`src/rtl/cv32e40p_x_disp_mo.sv`:
```
// Multi-outstanding x-interface dispatcher: tags offloads with IDs and tracks in-flight rd via pending counters.
// Define CV32E40P_X_DISP_IN_ORDER_EN for an in-order (FIFO) result table; the default is an out-of-order CAM.
module cv32e40p_x_disp_mo #(
  parameter int NUM_OUTSTANDING = 4,
  parameter int ID_WIDTH        = 4,
  parameter int NUM_RS          = 3,
  localparam int CNT_W          = $clog2(NUM_OUTSTANDING + 1)
) (
  input  logic                  clk_i,
  input  logic                  rst_ni,
  input  logic                  x_illegal_insn_dec_i,
  input  logic                  x_branch_or_jump_i,
  input  logic                  id_ready_i,
  input  logic                  x_writeback_i,
  input  logic [4:0]            x_waddr_id_i,
  input  logic [4:0]            x_waddr_ex_i,
  input  logic [4:0]            x_waddr_wb_i,
  input  logic                  x_we_ex_i,
  input  logic                  x_we_wb_i,
  input  logic [NUM_RS*5-1:0]   x_rs_addr_i,
  input  logic [NUM_RS-1:0]     x_regs_used_i,
  output logic                  x_valid_o,
  input  logic                  x_ready_i,
  input  logic                  x_accept_i,
  output logic [ID_WIDTH-1:0]   x_id_o,
  output logic [NUM_RS-1:0]     x_rs_valid_o,
  output logic                  x_rd_clean_o,
  output logic                  x_stall_o,
  output logic                  x_illegal_insn_o,
  input  logic                  x_rvalid_i,
  input  logic [ID_WIDTH-1:0]   x_rid_i,
  output logic                  x_rready_o,
  output logic [CNT_W-1:0]      x_outstanding_o,
  output logic                  x_full_o,
  output logic                  x_id_err_o
);

  localparam int PTR_W = (NUM_OUTSTANDING > 1) ? $clog2(NUM_OUTSTANDING) : 1;

  logic [NUM_OUTSTANDING-1:0] ent_valid;
  logic [NUM_OUTSTANDING-1:0] ent_we;
  logic [ID_WIDTH-1:0]        ent_id [NUM_OUTSTANDING];
  logic [4:0]                 ent_rd [NUM_OUTSTANDING];
  logic [CNT_W-1:0]           cnt [32];
  logic [ID_WIDTH-1:0]        next_id;
  logic                       offloaded_q;
  logic [CNT_W-1:0]           outstanding_q;
  logic                       full_q;
  logic                       cand;
  logic                       id_busy;
  logic                       accept;
  logic                       retire;
  logic                       dep;
  logic [PTR_W-1:0]           alloc_idx;
  logic [PTR_W-1:0]           free_idx;
  logic [31:0]                cnt_inc;
  logic [31:0]                cnt_dec;

  // Full comes from the registered count, so a retire while full only reopens issue next cycle.
  assign full_q = (outstanding_q == CNT_W'(NUM_OUTSTANDING));

  assign cand             = x_illegal_insn_dec_i & ~x_branch_or_jump_i & ~offloaded_q;
  assign x_valid_o        = cand & ~full_q & ~id_busy;
  assign accept           = x_valid_o & x_ready_i & x_accept_i;
  assign x_illegal_insn_o = x_valid_o & x_ready_i & ~x_accept_i;
  assign x_id_o           = next_id;
  assign x_rready_o       = 1'b1;
  assign x_outstanding_o  = outstanding_q;
  assign x_full_o         = full_q;
  assign x_id_err_o       = x_rvalid_i & ~retire;
  assign x_stall_o        = (x_valid_o & ~x_ready_i) | dep | (cand & (full_q | id_busy));

  always_comb begin
    id_busy = 1'b0;
    for (int i = 0; i < NUM_OUTSTANDING; i++) begin
      if (ent_valid[i] && (ent_id[i] == next_id)) id_busy = 1'b1;
    end
  end

`ifdef CV32E40P_X_DISP_IN_ORDER_EN
  logic [PTR_W-1:0] head_q;
  logic [PTR_W-1:0] tail_q;

  function automatic logic [PTR_W-1:0] ptr_inc(input logic [PTR_W-1:0] p);
    return (p == PTR_W'(NUM_OUTSTANDING - 1)) ? '0 : p + PTR_W'(1);
  endfunction

  assign alloc_idx = tail_q;
  assign free_idx  = head_q;
  assign retire    = x_rvalid_i & ent_valid[head_q] & (ent_id[head_q] == x_rid_i);

  always_ff @(posedge clk_i or negedge rst_ni) begin
    if (!rst_ni) begin
      head_q <= '0;
      tail_q <= '0;
    end else begin
      if (accept) tail_q <= ptr_inc(tail_q);
      if (retire) head_q <= ptr_inc(head_q);
    end
  end
`else
  // IDs are unique among valid entries (id_busy blocks reuse), so at most one entry matches.
  always_comb begin
    alloc_idx = '0;
    free_idx  = '0;
    retire    = 1'b0;
    for (int i = NUM_OUTSTANDING - 1; i >= 0; i--) begin
      if (!ent_valid[i]) alloc_idx = PTR_W'(i);
      if (ent_valid[i] && (ent_id[i] == x_rid_i)) begin
        free_idx = PTR_W'(i);
        retire   = x_rvalid_i;
      end
    end
  end
`endif

  always_comb begin
    x_rs_valid_o = '0;
    dep          = 1'b0;
    for (int i = 0; i < NUM_RS; i++) begin
      x_rs_valid_o[i] = ~((cnt[x_rs_addr_i[i*5 +: 5]] != '0) |
                          ((x_rs_addr_i[i*5 +: 5] == x_waddr_ex_i) & x_we_ex_i) |
                          ((x_rs_addr_i[i*5 +: 5] == x_waddr_wb_i) & x_we_wb_i));
      if (x_regs_used_i[i] && (cnt[x_rs_addr_i[i*5 +: 5]] != '0)) dep = 1'b1;
    end
  end

  assign x_rd_clean_o = ~((cnt[x_waddr_id_i] != '0) |
                          ((x_waddr_id_i == x_waddr_ex_i) & x_we_ex_i) |
                          ((x_waddr_id_i == x_waddr_wb_i) & x_we_wb_i));

  always_comb begin
    cnt_inc = '0;
    cnt_dec = '0;
    if (accept && x_writeback_i) cnt_inc[x_waddr_id_i] = 1'b1;
    if (retire && ent_we[free_idx]) cnt_dec[ent_rd[free_idx]] = 1'b1;
    cnt_inc[0] = 1'b0;
    cnt_dec[0] = 1'b0;
  end

  always_ff @(posedge clk_i or negedge rst_ni) begin
    if (!rst_ni) begin
      for (int r = 0; r < 32; r++) cnt[r] <= '0;
    end else begin
      for (int r = 0; r < 32; r++) begin
        if (cnt_inc[r] && !cnt_dec[r]) cnt[r] <= cnt[r] + CNT_W'(1);
        else if (cnt_dec[r] && !cnt_inc[r]) cnt[r] <= cnt[r] - CNT_W'(1);
      end
    end
  end

  always_ff @(posedge clk_i or negedge rst_ni) begin
    if (!rst_ni) begin
      ent_valid <= '0;
      ent_we    <= '0;
      for (int i = 0; i < NUM_OUTSTANDING; i++) begin
        ent_id[i] <= '0;
        ent_rd[i] <= '0;
      end
    end else begin
      if (retire) ent_valid[free_idx] <= 1'b0;
      if (accept) begin
        ent_valid[alloc_idx] <= 1'b1;
        ent_we[alloc_idx]    <= x_writeback_i;
        ent_id[alloc_idx]    <= next_id;
        ent_rd[alloc_idx]    <= x_waddr_id_i;
      end
    end
  end

  always_ff @(posedge clk_i or negedge rst_ni) begin
    if (!rst_ni) begin
      next_id       <= '0;
      offloaded_q   <= 1'b0;
      outstanding_q <= '0;
    end else begin
      if (accept) next_id <= next_id + ID_WIDTH'(1);
      if (id_ready_i) offloaded_q <= 1'b0;
      else if (accept) offloaded_q <= 1'b1;
      if (accept && !retire) outstanding_q <= outstanding_q + CNT_W'(1);
      else if (retire && !accept) outstanding_q <= outstanding_q - CNT_W'(1);
    end
  end

endmodule

```
`config.mk`:
```
export PLATFORM = sky130hd
export DESIGN_NAME = cv32e40p_x_disp_mo
export DESIGN_NICKNAME = d
export VERILOG_FILES = /design/src/rtl/cv32e40p_x_disp_mo.sv
export SDC_FILE = /design/constraint.sdc
export NUM_CORES = 1
export LEC_CHECK = 0
export BUFFER_PORTS_ARGS = -buffer_cell sky130_fd_sc_hd__buf_2
export CAP_MARGIN = 10
export CORE_UTILIZATION = 59
export DETAILED_ROUTE_END_ITERATION = 8
export HOLD_SLACK_MARGIN = 0.06
export PLACE_DENSITY = 0.76
export SYNTH_ARGS = -nofsm -noshare
export SYNTH_HDL_FRONTEND = slang
export SYNTH_SLANG_ARGS = --single-unit
```
`constraint.sdc`:
```
create_clock -name clk_i -period 3.7 [get_ports clk_i]
set_input_delay 0.74 -clock clk_i [delete_from_list [all_inputs] [get_ports clk_i]]
set_output_delay 0.74 -clock clk_i [all_outputs]
set_load 0.005 [all_outputs]
```
Word level (Yosys, flattened, before mapping)
Cells that the tools add are included.
{ "totals": {"regBits": 145, "out_inout_bits": 17, "in_bits": 48} }
{ "op_classes": {"bitwise": 49, "order_cmp": 15, "n_reduce_logical": 183, "add_sub_neg": 65, "mux": 121, "n_eq_ne": 17} }
{ "op_table": {"columns": ["operator", "n"], "rows": [
  ["$mux W3", 72],
  ["$add A3 B1 Y3 const B", 32],
  ["$sub A3 B1 Y3 const B", 32],
  ["$logic_and A1 B1 Y1", 82],
  ["$reduce_bool A2 Y1", 33],
  ["$logic_not A1 Y1", 64],
  ["$mux W32", 2],
  ["$bmux W3 S5", 4],
  ["$eq A5 B5 Y1", 8],
  ["$eq A4 B4 Y1", 8],
  ["$ge A6 B6 Y1 const B", 4],
  ["$not A5 Y6", 4],
  ["$bwmux W20", 1],
  ["$and A1 B1 Y1", 18],
  ["$mux W1", 18],
  ["$bwmux W16", 1],
  ["$mux W2", 8],
  ["$mux W5", 3],
  ["$lt A5 B6 Y1 const B", 2],
  ["$mux W4", 3],
  ["$reduce_bool A3 Y1", 4],
  ["$not A1 Y1", 11],
  ["$or A1 B1 Y1", 11],
  ["$bmux W5 S2", 1],
  ["other kinds (17)", 24]
]} }

Depth between registers and ports, before layout
{ "depth": {"ltp_word": 18, "ltp_mapped": 15, "mapped_depth_nobuf": 13} }

Least setup slack after synthesis
No wires, ideal clock.
{ "synth_path": {"path_kind": "in2reg", "start": "input port x_rid_i[1]", "end": "register cnt[25] (netlist bit)", "n_path_buf": 1, "arrival_ps": 3382, "path_slack_ps": 193, "cell_stages": 12, "cell_sequence": "xnor2_1 > nand3_1 > or2_1 > clkbuf_1 > a311o_1 > a22o_1 > nor3_2 > nand2_1 > ha_1 > inv_1 > fa_1 > mux2_2"} }
{ "synth_between": {"elab_chain_len": 18} }
{ "synth_rtl": {"columns": ["element", "line", "source"], "rows": [
  ["start, declared", "31", "input logic [ID_WIDTH-1:0] x_rid_i,"],
  ["$eq A4 B4 Y1", "109", "if (ent_valid[i] && (ent_id[i] == x_rid_i)) begin"],
  ["$logic_and A1 B1 Y1", "109", null],
  ["$mux W2 (4 in series)", "109", null],
  ["$not A2 Y3 (implied by the code)", "136", "if (retire && ent_we[free_idx]) cnt_dec[ent_rd[free_idx]] = 1'b1;"],
  ["$bmux W5 S2", "136", null],
  ["$mux W5 (implied by the code) (2 in series)", "136", null],
  ["$lt A5 B6 Y1 (implied by the code) or $ge A5 B1 Y1 (tied branches)", "136", null],
  ["$logic_and A1 B1 Y1 (implied by the code)", "136", null],
  ["$mux W1 (implied by the code)", "136", null],
  ["$demux W1 S5", "136", null],
  ["$mux W32 (*)", "136", null],
  ["$logic_not A1 Y1", "146", "if (cnt_inc[r] && !cnt_dec[r]) cnt[r] <= cnt[r] + CNT_W'(1);"],
  ["$logic_and A1 B1 Y1", "146", null],
  ["$mux W3 or $reduce_bool A2 Y1 (tied branches)", null, null],
  ["end signal, assigned by index", "146", null],
  ["end signal, assigned by index", "147", "else if (cnt_dec[r] && !cnt_inc[r]) cnt[r] <= cnt[r] - CNT_W'(1);"],
  ["end, declared", "44", "logic [CNT_W-1:0] cnt [32];"]
]} }
Mark *: on every way between the ends. The rest lies on a longest branch, timed or not. The select of a mux whose other input is x is not followed.
A chain may end at the register's enable or synchronous reset.

Worst setup path after layout
{ "layout_path": {"start": "input port x_rs_addr_i[0]", "end": "output port x_stall_o"} }
{ "layout_between": {"elab_chain_len": 11} }
{ "layout_rtl": {"columns": ["element", "line", "source"], "rows": [
  ["start, declared", "20", "input logic [NUM_RS*5-1:0] x_rs_addr_i,"],
  ["$not A5 Y6 (implied by the code)", "124", "if (x_regs_used_i[i] && (cnt[x_rs_addr_i[i*5 +: 5]] != '0)) dep = 1'b1;"],
  ["$bmux W3 S5", "124", null],
  ["$mux W3 (implied by the code) (2 in series)", "124", null],
  ["$reduce_bool A3 Y1", "124", null],
  ["$logic_and A1 B1 Y1", "124", null],
  ["$mux W1 (3 in series)", "124", null],
  ["$or A1 B1 Y1 (2 in series)", "71", "assign x_stall_o = (x_valid_o & ~x_ready_i) | dep | (cand & (full_q | id_busy));"],
  ["end, declared", "28", "output logic x_stall_o,"]
]} }
Every way passes these cells. The select of a mux whose other input is x is not followed.

==> results.txt <==
----------------------------------------------------
[Logic synthesis]
  Cell type contributing the most total cell area after synthesis ... dfrtp_1
  Warning count from the yosys run ... 0
  Number of flops mapped to enable cells by yosys ... 0
  Mapped Cells ... 942
  Top cells by area, synth ... dfrtp_1, xor2_1, mux2_2, fa_1, xnor2_1
  Sequential element share of the synthesized area ... 0.362
  Mean area per synthesized cell ... 10.6 um^2
  Net count after synthesis ... 1055
  Cell variety after synth ... 67
  Mapped cell area ... 0.0100 mm^2
  Most instantiated flip-flop cell in the synthesis netlist ... dfrtp_1
  Share of the synthesized area in the top cell type ... 0.362
  Synth Register Bits ... 145
  Async S/R FF share, synth ... 1.00

[STA]
  Worst Tran Pin Value ... 657 ps
  # setup viols final ... 0
  Slew headroom ... 0.559
  Final hold vios ... 0
  Period utilization ... 0.953
  Minimum clock period after layout ... 3530 ps
  Number of pins with negative max-slew slack in the final report ... 0
  Highest clock rate ... 0.284 GHz
  Final Worst Setup Slack ... 174 ps
  Final Skew ... 10.6 ps

[Placement]
  Post-placement setup slack ... -235 ps
  Post-DP HPWL ... 18000 um
  Count of buffers from port buffering ... 63
  GP Congestion ... 0.922

[Die]
  Floorplan core area ... 0.0166 mm^2
  Initial Utilization ... 0.604
  Row count ... 47
  Die Y-Extent ... 132 um
  Number of top-level pins ... 65
  Floorplan die width ... 132 um
  Area of the die ... 0.0175 mm^2

[Clocking]
  Worst-Skew Late Latency ... 430 ps
  Cell at the root of the clock tree ... clkbuf_16
  CTS tree ... built
  Max Buffers Root-to-Sink ... 2
  Htree depth ... 4
  TritonCTS Buffers ... 17
  Clock transition at the registers of the reported paths ... 70 ps
  Total number of clock tree sinks ... 145

[Global route]
  Pin count of the biggest net entering global routing ... 71
  Number of antenna violations at the first check in global routing ... 0
  First-pass GRT wire length ... 41400 um
  Overflow left after global routing ... 0
  Number of global-route vias before repair ... 8085
  Total routing resource utilization after global routing ... 0.306

[Routing]
  Total detailed-routing wirelength ... 24700 um
  Average wire per cell in the routed design ... 19.0 um
  Met2 wire length ... 11400 um
  DRT antenna net count ... 0
  Initial DRC count ... 725
  Detailed-routing wirelength on met1 ... 10700 um
  Via count normalized by instance count ... 6.03
  Number of remaining DRC errors ... 0
  Via count ... 7854
  Number of detailed-route iterations in the first pass ... 5
  WL met3 ... 1850 um
  Top layer reached by signal wires ... met4

[Worst setup path]
  Signal arrival time at the worst endpoint ... 2790 ps
  Worst r2r path cells ... 16
  Source of the worst register-to-register timing path ... ent_id[5]
  Crit end category ... output port
  Critical path class ... input pin to output port
  CP required ... 2960 ps
  Reg-to-Reg End ... cnt[29]
  Critical Path Source ... x_rs_addr_i[0]
  Startpoint type of the worst setup path ... input pin
  Biggest fanout along the worst timing path ... 6
  Reg2reg setup slack ... 220 ps

[Cells and area]
  Area growth from synthesis to final layout ... 17.1%
  Antenna diode count ... 0
  Number of nets in the finished design ... 1183
  Layout cell share with drive strength beyond 1 ... 0.273
  Area used by multi-input combinational logic ... 0.00604 mm^2
  Post-Route Utilization ... 0.707
  Fill cell total of the finished layout ... 1221
  Area taken by flip-flops and latches ... 0.00363 mm^2

[Pwr]
  Maximum resistive drop on vdd ... 0.359 mV
  Leak Pwr ... 0.00558 uW
  Power Dens Cells ... 508 mW/mm^2

[Status]
  Outcome ... finished clean

[Job]
  Max-cap violation count ... 0

[Worst hold path]
  Path class of the lowest-slack min-delay path ... input pin to asynchronous set/reset pin

----------------------------------------------------
kinds of logic after synthesis:
group | after synthesis | synth area share
other | 1 | 0.000374
adders and majority gates | 65 | 0.105
muxes | 98 | 0.132
buffers and inverters | 94 | 0.0386
AOI/OAI and AO/OA | 90 | 0.0700
xor gates and xnor gates | 171 | 0.150
and+or+nand+nor | 278 | 0.142
DFF | 145 | 0.362
through the flow:
step                cells  hold WS (ps)  power [uW]  cell area (um^2)  TNS [ps]
floorplan             942           436        3510             10000         0
CTS                  1303           313        5950             11700         0
finish               1303           300        5960             11700         0
global placement     1271           455        4160             11100     -1660
global route         1303           333        6300             11700     -15.7
detailed placement   1271           459        4240             11100     -6480
synthesized netlist by cell type (12+ instances only):
cell,number
mux4_2,17
dfrtp_1,145
nand3_1,18
clkbuf_1,23
o21ai_0,12
ha_1,33
xnor2_1,58
mux2_2,62
nor4_1,21
xor2_1,113
nand2_1,53
inv_1,52
fa_1,32
nor2_1,56
nor3_1,84
worst max path at each step:
stage,slack [ps],end
floorplan,190,cnt[25]
global placement,-130,cnt[64]
detailed placement,-240,cnt[70]
CTS,40,x_stall_o
global route,-20,x_stall_o
finish,170,x_stall_o
critical path: stages:
cell and delay, ps:
buf_2 160, mux4_2 520, a2111oi_2 260, buf_4 180, nor2_1 40, o311a_1 330
a221oi_1 310, o21ai_0 110, buf_2 140
cell type report:
cell class / instances / share of cell area
Inverter: 52 / 0.0167
Timing Repair Buffer: 151 / 0.0859
Clock buffer: 19 / 0.0386
Tap cell: 220 / 0.0235
Multi-Input combinational cell: 703 / 0.515
Sequential cell: 145 / 0.310
Clock inverter: 13 / 0.0101
power breakdown:
group,total [uW],internal [uW],switching (uW)
clock,1680,920,755
sequential,2300,1890,403
combinational,1990,998,991
registers in the layout, summed over array words and instances (netlist names):
signal and cells:
offloaded_q 1, cnt 93, ent_id 16, ent_we 4
ent_valid 4, x_id_o 4, ent_rd 20, x_outstanding_o 3
timing repair:
item                                    4_1_cts  5_1_grt
endpoints found under the setup margin        1       10
gates resized for setup                       1       10
setup buffers                                 0        0
hold buffers                                  0        0
hold endpoints to repair                      0        0
placed cells by master (no fill, tap or decap), drive strengths merged, types with 5 or more instances in the layout:
| cell type | count |
|---|---|
| a22oi | 7 |
| a2111oi | 8 |
| nor4 | 23 |
| a21oi | 7 |
| nand2 | 53 |
| a211oi | 6 |
| xor2 | 113 |
| nor3 | 92 |
| mux4 | 17 |
| inv | 60 |
| nor2 | 56 |
| a311oi | 10 |
| nand3 | 19 |
| nor2b | 5 |
| o21ai | 12 |
| buf | 151 |
| xnor2 | 58 |
| dfrtp | 145 |
| nand3b | 5 |
| clkbuf | 19 |
| fa | 32 |
| mux2 | 73 |
| o31ai | 5 |
| mux2i | 8 |
| ha | 33 |
routing by layer:
layer | track usage | vias up
met5 | 0 | -
met4 | 0.119 | 0
met3 | 0.0677 | 56
met2 | 0.479 | 319
met1 | 0.418 | 3909
li1 | - | 3570
(Power assumes the default switching activity.)
